**config.mk**
```make
export PLATFORM = sky130hd
export DESIGN_NAME = remote_arm_sequencer
export DESIGN_NICKNAME = d
export VERILOG_FILES = /design/src/rtl/remote_arm_sequencer_pkg.sv /design/src/rtl/remote_arm_sequencer_phase_timer.sv /design/src/rtl/remote_arm_sequencer.sv
export SDC_FILE = /design/constraint.sdc
export NUM_CORES = 1
export LEC_CHECK = 0
export CORE_MARGIN = 3
export CORE_UTILIZATION = 44
export CTS_CLUSTER_SIZE = 14
export DETAILED_ROUTE_END_ITERATION = 12
export PLACE_DENSITY_LB_ADDON = 0.3
export SETUP_SLACK_MARGIN = 0.3
export SLEW_MARGIN = 5
export SYNTH_ARGS = -nofsm -noshare
export SYNTH_HDL_FRONTEND = slang
export SYNTH_SLANG_ARGS = --single-unit
```
**constraint.sdc**
```tcl
create_clock -name clock -period 2.4 [get_ports clock]
set_input_delay 0.6 -clock clock [delete_from_list [all_inputs] [get_ports clock]]
set_output_delay 0.6 -clock clock [all_outputs]
set_load 0.01 [all_outputs]
```
**src/rtl/remote_arm_sequencer_pkg.sv**
```systemverilog
// Shared definitions for the remote arm sequencer: state encoding and
// channel slicing helper.
package remote_seq_pkg;

   localparam logic [2:0] S_IDLE   = 3'd0;
   localparam logic [2:0] S_PRE    = 3'd1;
   localparam logic [2:0] S_ARM    = 3'd2;
   localparam logic [2:0] S_POST   = 3'd3;
   localparam logic [2:0] S_RUN    = 3'd4;
   localparam logic [2:0] S_DISARM = 3'd5;

   typedef enum logic [2:0] {
      ST_IDLE   = S_IDLE,
      ST_PRE    = S_PRE,
      ST_ARM    = S_ARM,
      ST_POST   = S_POST,
      ST_RUN    = S_RUN,
      ST_DISARM = S_DISARM
   } state_e;

   // Bit offset of channel k within a flat bus of w-bit channels.
   function automatic int unsigned ch_lsb(input int unsigned k, input int unsigned w);
      return k * w;
   endfunction

endpackage

```
**src/rtl/remote_arm_sequencer_phase_timer.sv**
```systemverilog
// Phase length counter: counts enabled cycles since the last clear and flags
// the final cycle of a phase whose length is given on len_i.
module phase_timer #(
   parameter int unsigned CNT_W = 26
) (
   input  logic             clock,
   input  logic             reset_n,
   input  logic             clear_i,
   input  logic             enable_i,
   input  logic [CNT_W-1:0] len_i,
   output logic             tc_o
);

   logic [CNT_W-1:0] cnt_q;
   logic [CNT_W-1:0] cnt_d;
   logic             tc_s;

   assign tc_s = enable_i && (cnt_q == (len_i - {{(CNT_W-1){1'b0}}, 1'b1}));
   assign tc_o = tc_s;

   // Next count: cleared on phase change, saturates at terminal count.
   always_comb begin
      cnt_d = cnt_q;
      if (clear_i) begin
         cnt_d = {CNT_W{1'b0}};
      end else if (enable_i && !tc_s) begin
         cnt_d = cnt_q + {{(CNT_W-1){1'b0}}, 1'b1};
      end else begin
         cnt_d = cnt_q;
      end
   end

   // Counter register.
   always_ff @(posedge clock or negedge reset_n) begin
      if (!reset_n) begin
         cnt_q <= {CNT_W{1'b0}};
      end else begin
         cnt_q <= cnt_d;
      end
   end

endmodule

```
**src/rtl/remote_arm_sequencer.sv**
```systemverilog
// Remote arm sequencer: drives a timed safe/arm/safe pattern on the stick
// channels after start, then passes live channels through until disarm/abort.
module remote_arm_sequencer
   import remote_seq_pkg::*;
#(
   parameter int unsigned     NUM_CH     = 4,
   parameter int unsigned     WIDTH      = 8,
   parameter int unsigned     ARM_CH     = 0,
   parameter logic [WIDTH-1:0] SAFE_VAL   = 8'h00,
   parameter logic [WIDTH-1:0] ARM_VAL    = 8'hFF,
   parameter logic [WIDTH-1:0] DISARM_VAL = 8'h00,
   parameter int unsigned     PRE_CYC    = 28_000_000,
   parameter int unsigned     ARM_CYC    = 26_000_000,
   parameter int unsigned     POST_CYC   = 1,
   parameter int unsigned     CNT_W      = 26
) (
   input  logic                    clock,
   input  logic                    reset_n,
   input  logic                    start,
   input  logic                    disarm,
   input  logic                    abort,
   input  logic [NUM_CH*WIDTH-1:0] ch_in,
   output logic [NUM_CH*WIDTH-1:0] ch_out,
   output logic                    busy,
   output logic                    armed,
   output logic                    done,
   output logic [2:0]              state_dbg
);

   state_e                  state_q;
   state_e                  state_d;
   logic                    done_d;
   logic                    tc_s;
   logic                    timed_s;
   logic [CNT_W-1:0]        len_s;
   logic [NUM_CH*WIDTH-1:0] ch_d;
   logic [NUM_CH*WIDTH-1:0] ch_out_q;
   logic                    busy_q;
   logic                    armed_q;
   logic                    done_q;

   // Phase length selection for the current timed state.
   always_comb begin
      len_s   = {CNT_W{1'b0}};
      timed_s = 1'b0;
      case (state_q)
         ST_PRE:    begin len_s = CNT_W'(PRE_CYC);  timed_s = 1'b1; end
         ST_ARM:    begin len_s = CNT_W'(ARM_CYC);  timed_s = 1'b1; end
         ST_POST:   begin len_s = CNT_W'(POST_CYC); timed_s = 1'b1; end
         ST_DISARM: begin len_s = CNT_W'(ARM_CYC);  timed_s = 1'b1; end
         default:   begin len_s = {CNT_W{1'b0}};    timed_s = 1'b0; end
      endcase
   end

   phase_timer #(.CNT_W(CNT_W)) u_timer (
      .clock    (clock),
      .reset_n  (reset_n),
      .clear_i  (state_d != state_q),
      .enable_i (timed_s),
      .len_i    (len_s),
      .tc_o     (tc_s)
   );

   // Next-state logic; abort overrides every request.
   always_comb begin
      state_d = state_q;
      done_d  = 1'b0;
      if (abort) begin
         state_d = ST_IDLE;
      end else begin
         case (state_q)
            ST_IDLE:   if (start)  state_d = ST_PRE;    else state_d = state_q;
            ST_PRE:    if (tc_s)   state_d = ST_ARM;    else state_d = state_q;
            ST_ARM:    if (tc_s)   state_d = ST_POST;   else state_d = state_q;
            ST_POST:   if (tc_s)   begin state_d = ST_RUN;  done_d = 1'b1; end
                       else state_d = state_q;
            ST_RUN:    if (disarm) state_d = ST_DISARM; else state_d = state_q;
            ST_DISARM: if (tc_s)   begin state_d = ST_IDLE; done_d = 1'b1; end
                       else state_d = state_q;
            default:   state_d = ST_IDLE;
         endcase
      end
   end

   // Per-channel output value for the state being entered.
   for (genvar k = 0; k < NUM_CH; k++) begin : g_ch
      localparam int unsigned LSB = ch_lsb(k, WIDTH);
      if (k == ARM_CH) begin : g_arm
         assign ch_d[LSB +: WIDTH] = (state_d == ST_RUN)    ? ch_in[LSB +: WIDTH] :
                                     (state_d == ST_ARM)    ? ARM_VAL :
                                     (state_d == ST_DISARM) ? DISARM_VAL : SAFE_VAL;
      end else begin : g_other
         assign ch_d[LSB +: WIDTH] = (state_d == ST_RUN) ? ch_in[LSB +: WIDTH] : SAFE_VAL;
      end
   end

   // State and output registers, all reflecting the state entered this edge.
   always_ff @(posedge clock or negedge reset_n) begin
      if (!reset_n) begin
         state_q  <= ST_IDLE;
         ch_out_q <= {NUM_CH{SAFE_VAL}};
         busy_q   <= 1'b0;
         armed_q  <= 1'b0;
         done_q   <= 1'b0;
      end else begin
         state_q  <= state_d;
         ch_out_q <= ch_d;
         busy_q   <= (state_d == ST_PRE) || (state_d == ST_ARM) ||
                     (state_d == ST_POST) || (state_d == ST_DISARM);
         armed_q  <= (state_d == ST_RUN);
         done_q   <= done_d;
      end
   end

   assign ch_out    = ch_out_q;
   assign busy      = busy_q;
   assign armed     = armed_q;
   assign done      = done_q;
   assign state_dbg = state_q;

endmodule

```
==> results by stage, run 1 <==
Setup path:
- The number of buffers and inverters on the critical path is 3.
- STA classifies the critical path startpoint as a flip-flop.
- At the worst endpoint, the required time is 2.64 ns.
- The start of the worst register-to-register path is u_timer.cnt_q[8].
- Among the stages of the critical path, the cell type that occurs most often is buf_6.
- The dominant delay contributor by cell family on the critical path is simple AND/OR/NAND/NOR gates.
- The critical setup path kind is flip-flop to flip-flop.
- Of all nets on the critical path, the largest fanout is 8.
- The internal reg-to-reg setup slack is -0.11 ns.
- Counting cells, the worst reg-to-reg path comes to 9.
- For the worst setup path, the data arrival time is 2.75 ns.
- The signal on the critical path passes through or4_4 -> or4_1 -> a222oi_1 -> buf_4 -> buf_6 -> a211o_1 -> a211oi_4 -> buf_6 -> a21o_1.
- The biggest cell delay along the critical path is 0.53 ns.
- The largest individual stage delay along the critical path comes from the cell or4_4.
- The capture instance of the worst register-to-register path is ch_out[7].
- The critical path capture point type is a flip-flop.

Floorplanning:
- The row count is 29.
- In this run the horizontal extent of the chip is 88.8 microns.
- The number of I/O pins is 75.
- The core region is 6490 sq um.
- The initial cell density of the core is 0.465.
- The die is 88.8 microns tall.
- The full die area is 7890 sq um.

Synthesis:
- The number of register bits inferred by synthesis is 64.
- Ranked by total cell area, the synthesized netlist is headed by dfrtp_1 (53%), and2_1 (5.8%), or4_1 (3.0%).
- The total standard cell area after synthesis is 3020 sq um.
- Of all flip-flops after synthesis, the portion carrying an async set or reset was 1.00.
- The mean cell area of the mapped netlist is 10.7 sq um.
- By instance count, the leading cell after synthesis is dfrtp_1.
- The number of nets produced by synthesis is 319.
- Synthesis instantiated 47 different standard cells from the library.
- The count of flip-flops with a built-in enable after synthesis is 0.
- The number of instances in the synthesized netlist is 281.
- By count the netlist is led by dfrtp_1 (64), and2_1 (28), nor2_1 (18).
- For this run, the number of Yosys warnings is 0.
- The sequential cell area fraction in the yosys report is 0.531.
- Among all flip-flop cells after synthesis, the most frequent one is dfrtp_1.
- The share of the synthesized area in the top cell type is 0.531.
- The largest total area in the synthesized netlist belongs to dfrtp_1.

Pwr:
- The cell area power density is 506 nW/um^2.
- The analysis attributes to cell leakage a power of 0.00197 uW.
- VDD sags by at most 327 uV.

Flow run:
- The number of max-cap violations is 0.

Routing:
- The detail route stage leaves a number of antenna-violating nets equal to 0.
- The detailed router finished its first iteration with 206 violations.
- The average routed wire per standard cell is 16.4 microns.
- The first detailed-routing pass took 4 iterations.
- After detailed routing, the total wire length is 7.75 mm.
- The routed layout has 2606 vias.
- Dividing the detail-routed via count by the number of cells gives 5.51.
- The number of remaining DRC errors is 0.

Cells and area:
- The synthesis-to-layout area growth is 45.4%.
- The number of nets at the end of the flow is 429.
- The share of cells above drive strength 1 is 0.199.
- The total inserted antenna cells is 0.

Clock network:
- The TritonCTS sink count is 64.
- The clock passes through at most 2 buffers.
- Clock-pin slew was measured on the worst setup and hold paths at 0.08 ns.
- The cell sitting at the root of the clock tree is a clkbuf_8.
- Clock tree synthesis inserted a total of 9 buffers.
- For the worst-skew pair, the clock arrives at the later sink with an insertion delay of 0.34 ns.
- The clock tree from TritonCTS is done.
- The count of hold buffers inserted by post-cts repair is 0.
- The H-tree was split into 3 levels.

GRT:
- In the global route stage, met3 resource usage came out at 0.0503.
- Summed over all layers, the global routing overflow is 0.
- The number of antenna violations at the first check in global routing was 0.
- The via count of the first global-routing pass is 2586.
- The largest net degree at the start of global routing is 34.
- The met1 capacity usage during global routing is 0.258.
- The first global-routing pass estimated 12.2 mm of wire.
- Across every metal layer, demand over resource in global routing totals 0.204.
- The most used routing layer in global routing is met2.
- In the global route stage, met2 resource usage came out at 0.326.

Timing:
- The number of max-slew violations in the final report is 0.
- The worst slack on hold paths is 0.243 ns.
- On the final layout, the worst clock skew is 0.00836 ns.
- In this run the tightest slew margin relative to its limit is 0.493.
- The number of endpoints with negative hold slack in the final report is 0.
- The transition time at the pin with the least slew margin is 0.752 ns.
- Setup repair after global routing could not meet its margin everywhere.
- The post-route clock period utilization is 1.05.
- Setup violations remaining at the end of the flow were counted as 59.
- Counting I/O delays and the setup requirement, the final critical path takes 2.51 ns.
- The highest clock rate is 398 MHz.
- Once routing completed, OpenROAD measured the worst setup slack at -0.113 ns.

Place:
- Input and output buffers added on the ports amount to 74.
- The global placement routability congestion is 0.801.
- The post-DP HPWL is 5.31 mm.
- The pre-CTS setup slack is -0.101 ns.

Status:
- The checks that failed: negative setup slack.
- The run finished, with violations left.

Hold path:
- The path class of the tightest hold or removal check is input port to async pin.
[where the power goes]
group	internal [uW]	total (uW)	switching (uW)
Sequential	1080	1090	8.23
Combinational	101	181	80.0
Clock	511	946	435
Total	1700	2220	524
[placed cells by master, fill, tap and decap left out, types with 3 or more instances in the layout]
cell type / Yosys / layout
clkdlybuf4s50_1: 0 / 72
dfrtp_1: 64 / 64
buf_4: 4 / 31
and2_1: 28 / 28
nor2_1: 18 / 16
and3_1: 12 / 12
nand2_1: 13 / 12
or4_1: 12 / 11
a21oi_1: 11 / 10
clkbuf_8: 0 / 10
a21o_1: 9 / 8
o31ai_1: 8 / 8
nand4_1: 7 / 7
nor3_1: 9 / 6
nand3_1: 8 / 6
xnor2_1: 6 / 6
and4_1: 5 / 5
xor2_1: 5 / 5
buf_6: 3 / 5
nand3b_1: 4 / 4
or3_1: 4 / 4
inv_1: 4 / 4
o21ai_0: 4 / 4
nor4_1: 4 / 4
mux2_2: 4 / 3
a211oi_1: 3 / 3
nor3_2: 0 / 3
buf_12: 0 / 3
[metal layers]
layer / part of all wire / vias up
met5: 0 / -
met4: 0.035 / 0
met3: 0.067 / 24
met2: 0.51 / 94
met1: 0.39 / 1246
li1: - / 1242
[flip-flops by register name, indices dropped and copies added, names as in the netlist]
register       flops
ch_out            32
u_timer.cnt_q     26
state_dbg          3
armed              1
busy               1
done               1
[layout make-up]
type | instances | area, sq um
clock buffers | 10 | 138
clock inverters | 6 | 67.6
fillers | 510 | 2110
inverters | 4 | 15.0
multi-input cells | 198 | 1360
flip-flops and latches | 64 | 1600
well taps | 77 | 96.3
repair buffers | 114 | 1110
[through the flow]
step	TNS [ns]	utilization	cells	area (sq um)	total power, uW
floorplan	0	-	281	3030	1160
global placement	-0.394	0.621	449	4040	1280
detailed placement	-0.821	0.621	449	4040	1280
CTS	-2.18	0.665	471	4320	2230
global route	-9.23	0.676	473	4390	2310
finish	-4.22	0.676	473	4390	2220
[how the worst max path moves through the flow]
stage	from	endpoint	slack (ns)	depth (start not counted)
global placement	u_timer.cnt_q[8]	ch_out[2]	-0.05	7
global route	u_timer.cnt_q[8]	ch_out[1]	-0.18	9
detailed placement	u_timer.cnt_q[8]	ch_out[7]	-0.10	7
CTS	u_timer.cnt_q[8]	ch_out[7]	-0.09	9
floorplan	u_timer.cnt_q[22]	ch_out[0]	0.07	7
finish	u_timer.cnt_q[8]	ch_out[7]	-0.11	9
[repair_timing]
item / CTS / global route
pin swaps: 6 / 3
endpoints found under the setup margin: 65 / 64
buffers inserted: 6 / 1
gates resized for setup: 10 / 9
gates cloned: 0 / 1
[kinds of logic after synthesis]
family                     after synthesis  share of synthesized area
buffers and inverters                   19                     0.0369
DFF                                     64                      0.531
adders and majority gates                1                    0.00415
muxes                                    4                     0.0149
and+or+nand+nor                        132                      0.259
xor gates and xnor gates                11                     0.0319
AOI/OAI and AO/OA                       50                      0.123
(Power assumes the default switching activity.)
==> inputs of run 2 (changes only) <==
--- a/config.mk
+++ b/config.mk
@@ -5,10 +5,12 @@
 export SDC_FILE = /design/constraint.sdc
 export NUM_CORES = 1
 export LEC_CHECK = 0
+export CAP_MARGIN = 5
 export CORE_MARGIN = 3
 export CORE_UTILIZATION = 44
 export CTS_CLUSTER_SIZE = 14
 export DETAILED_ROUTE_END_ITERATION = 12
+export GPL_TIMING_DRIVEN = 0
 export PLACE_DENSITY_LB_ADDON = 0.3
 export SETUP_SLACK_MARGIN = 0.3
 export SLEW_MARGIN = 5
==> run 2 against run 1 <==
  * The flow still finishes with violations (negative setup slack)
  * Register-to-register slack got worse by 0.05 ns
  * Fmax fell by 2.0%
  * Via count rose by 1.8%
  * Combinational power fell by 4%
  * Non-clock buffer count fell by 3
  * Critical path type unchanged
  * Largest cell class unchanged
  * Hold slack improved by 0.098 ns
  * Sequential power barely moved
  * Sequential share of layout area fell by 0.41 points
==> results by stage, run 2 (synthesis gave the netlist of run 1 again) <==
Status:
- The run finished, with violations left.
- The final reports fail on negative setup slack.

Floorplanning:
- The die covers 7890 sq um.
- The core area is 6490 sq um.
- The die span in x is 88.8 microns.
- The row count is 29.
- The height of the die is 88.8 microns.
- The initial cell density of the core is 0.465.
- 75 I/O pins were placed.

Flow run:
- Max-cap violations in this run came to 0.

Clock network:
- The clock net in this run drives a total of 64 sinks.
- The count of hold buffers inserted by post-cts repair is 0.
- Counting the buffers created by CTS gives 9.
- In this run the number of H-tree levels came out at 3.
- The clock-pin slew of the registers on the worst-case setup and hold paths is 0.08 ns.
- The clock tree from TritonCTS is done.
- No sink is reached through more buffers than the 2 on the longest clock path.
- The CTS root buffer is clkbuf_8.
- For the worst-skew pair, the clock arrives at the later sink with an insertion delay of 0.34 ns.

Cells and area:
- The synthesis-to-layout area growth is 47.3%.
- In the final layout, the multi-input gates occupy 1430 sq um.
- The share of cells above drive strength 1 is 0.242.
- In the layout the commonest cells are clkdlybuf4s50_1 (72), dfrtp_1 (62), nor2_1 (17), and2_1 (17), buf_6 (16).
- Summing all non-filler instances in the final layout gives an area of 4450 sq um.
- 0 antenna diodes ended up in the layout.
- The number of nets at the end of the flow is 426.
- The library cell used most frequently in the layout, excluding fill and tap cells, is clkdlybuf4s50_1.
- The register with the most flip-flops in the layout has 32 of them.
- The count of filler cells inserted in the layout is 482.
- The area taken by flip-flops and latches is 1600 sq um.

Timing:
- The highest clock rate is 390 MHz.
- In the finished design, the share of the clock period the worst path needs comes to 1.07.
- The max-slew headroom at the worst pin is 0.466.
- The number of endpoints with negative hold slack in the final report is 0.
- The transition time at the pin with the least slew margin is 0.793 ns.
- Once routing completed, OpenROAD measured the worst setup slack at -0.165 ns.
- Setup repair after global routing could not meet its margin everywhere.
- Between clock sinks in the finished design, the worst skew comes to 0.0119 ns.
- The clock period minus final worst setup slack is 2.56 ns.
- Hold is met by 0.340 ns.
- The number of max-slew violations in the final report was 0.
- Setup violations remaining at the end of the flow were counted as 61.

Routing:
- The count of nets left with antenna violations after detail routing is 0.
- The first detailed-routing pass took 4 iterations.
- Across all layers, the routed design uses 2652 vias.
- The average routed wire per standard cell is 16.8 microns.
- In this run, the number of DRC markers left after iteration 0 of detailed routing was 160.
- In the routed layout, each cell is associated on average with a via count of 5.64.
- The number of remaining DRC errors is 0.
- The total detailed-routing wirelength is 7.90 mm.

Setup path:
- The worst register-to-register path ends at ch_out[6].
- The worst register-to-register path has a setup slack of -0.16 ns.
- The worst setup path is captured at a flip-flop.
- The critical setup path kind is flip-flop to flip-flop.
- The start of the worst register-to-register path is u_timer.cnt_q[7].
- The startpoint type of the worst setup path is a flip-flop.
- At the worst endpoint, the arrival time is 2.85 ns.
- At the worst endpoint, the required time is 2.68 ns.
- The maximum fanout along the worst path is 7.
- The cell depth of the worst flop-to-flop path is 10.
- The critical path capture point is ch_out[6].
- The critical path starts at u_timer.cnt_q[7].

GRT:
- The first global-routing pass estimated 12.2 mm of wire.
- The number of antenna violations at the first check in global routing is 0.
- The total global-route track usage is 0.203.
- The total overflow left after global routing is 0.
- The largest net degree at the start of global routing is 65.
- The via count of the first global-routing pass was 2551.

Pwr:
- The overall power consumption is 2330 uW.
- In this run the static leakage power is 0.00198 uW.
- The cell area power density is 524 nW/um^2.
- The worst-case IR drop observed on VDD is 321 uV.

Place:
- The post-DP HPWL is 5.09 mm.
- The standard cell area after detailed placement is 3850 sq um.
- At the end of routability-driven placement, the weighted congestion stood at 0.872.
- Port buffering added 73 buffers.
- At the placement stage, the worst setup path has a slack of -0.231 ns.

Hold path:
- The type of the worst min-delay path is input port to async pin.
## run 2: cell types whose count changed in the layout (fill, tap and decap cells not counted), sizes merged
cell	change
buf	-5
bufinv	+1
clkbuf	+5
clkinv	-1
clkinvlp	-1
dlygate4sd2	-1
inv	-1
## run 2: per-stage QoR
stage	TNS, ns	std cells	util
6_report	-8.08	470	0.684
5_1_grt	-14.87	470	0.684
4_1_cts	-5.26	464	0.666
3_5_place_dp	-9.40	431	0.593
3_3_place_gp	-93.20	431	0.593
2_1_floorplan	0	281	-
## run 2: how the worst min path moves through the flow
stage                      start  slack (ns)           endpoint  cells after the start
3_5_place_dp    u_timer.cnt_q[6]        0.57   u_timer.cnt_q[6]                      2
5_1_grt                  reset_n        0.40          ch_out[8]                      1
4_1_cts                  reset_n        0.37          ch_out[8]                      1
6_report                 reset_n        0.34          ch_out[9]                      1
3_3_place_gp   u_timer.cnt_q[12]        0.56  u_timer.cnt_q[12]                      2
2_1_floorplan            reset_n        0.30              armed                      0
## run 2: cell type report
cell class                      count  area share
Multi-Input combinational cell    198       0.321
Inverter                            4     0.00338
Timing Repair Buffer               96       0.214
Sequential cell                    64       0.361
Buffer                             15      0.0267
Clock buffer                       12      0.0349
Clock inverter                      4      0.0172
Tap cell                           77      0.0217
## run 2: worst max-delay path: stages (launching register included)
cell and delay [ns]:
dfrtp_2 0.43, or4_1 0.52, a211o_1 0.28, a222oi_1 0.33, buf_4 0.24, buf_12 0.12
nand2_2 0.05, a21oi_4 0.15, buf_6 0.15, buf_6 0.12, a21o_1 0.13
## run 2: layer usage
| layer | GRT usage | share of wire | vias to the layer above |
|---|---|---|---|
| met5 | 0 | 0 | - |
| met1 | 0.262 | 0.40 | 1312 |
| met3 | 0.0568 | 0.061 | 12 |
| li1 | - | - | 1233 |
| met2 | 0.325 | 0.52 | 95 |
| met4 | 0.0755 | 0.012 | 0 |
## run 2: power by group
part           internal, uW  switching [uW]
combinational          89.6            82.9
clock                   644             419
sequential             1080            9.20
total                  1820             511
## run 2: repair_timing
action | in CTS | in global routing
gates resized for setup | 31 | 23
pin swaps | 8 | 9
gates cloned | 3 | 1
buffers inserted | 14 | 5
setup endpoints to repair | 64 | 64
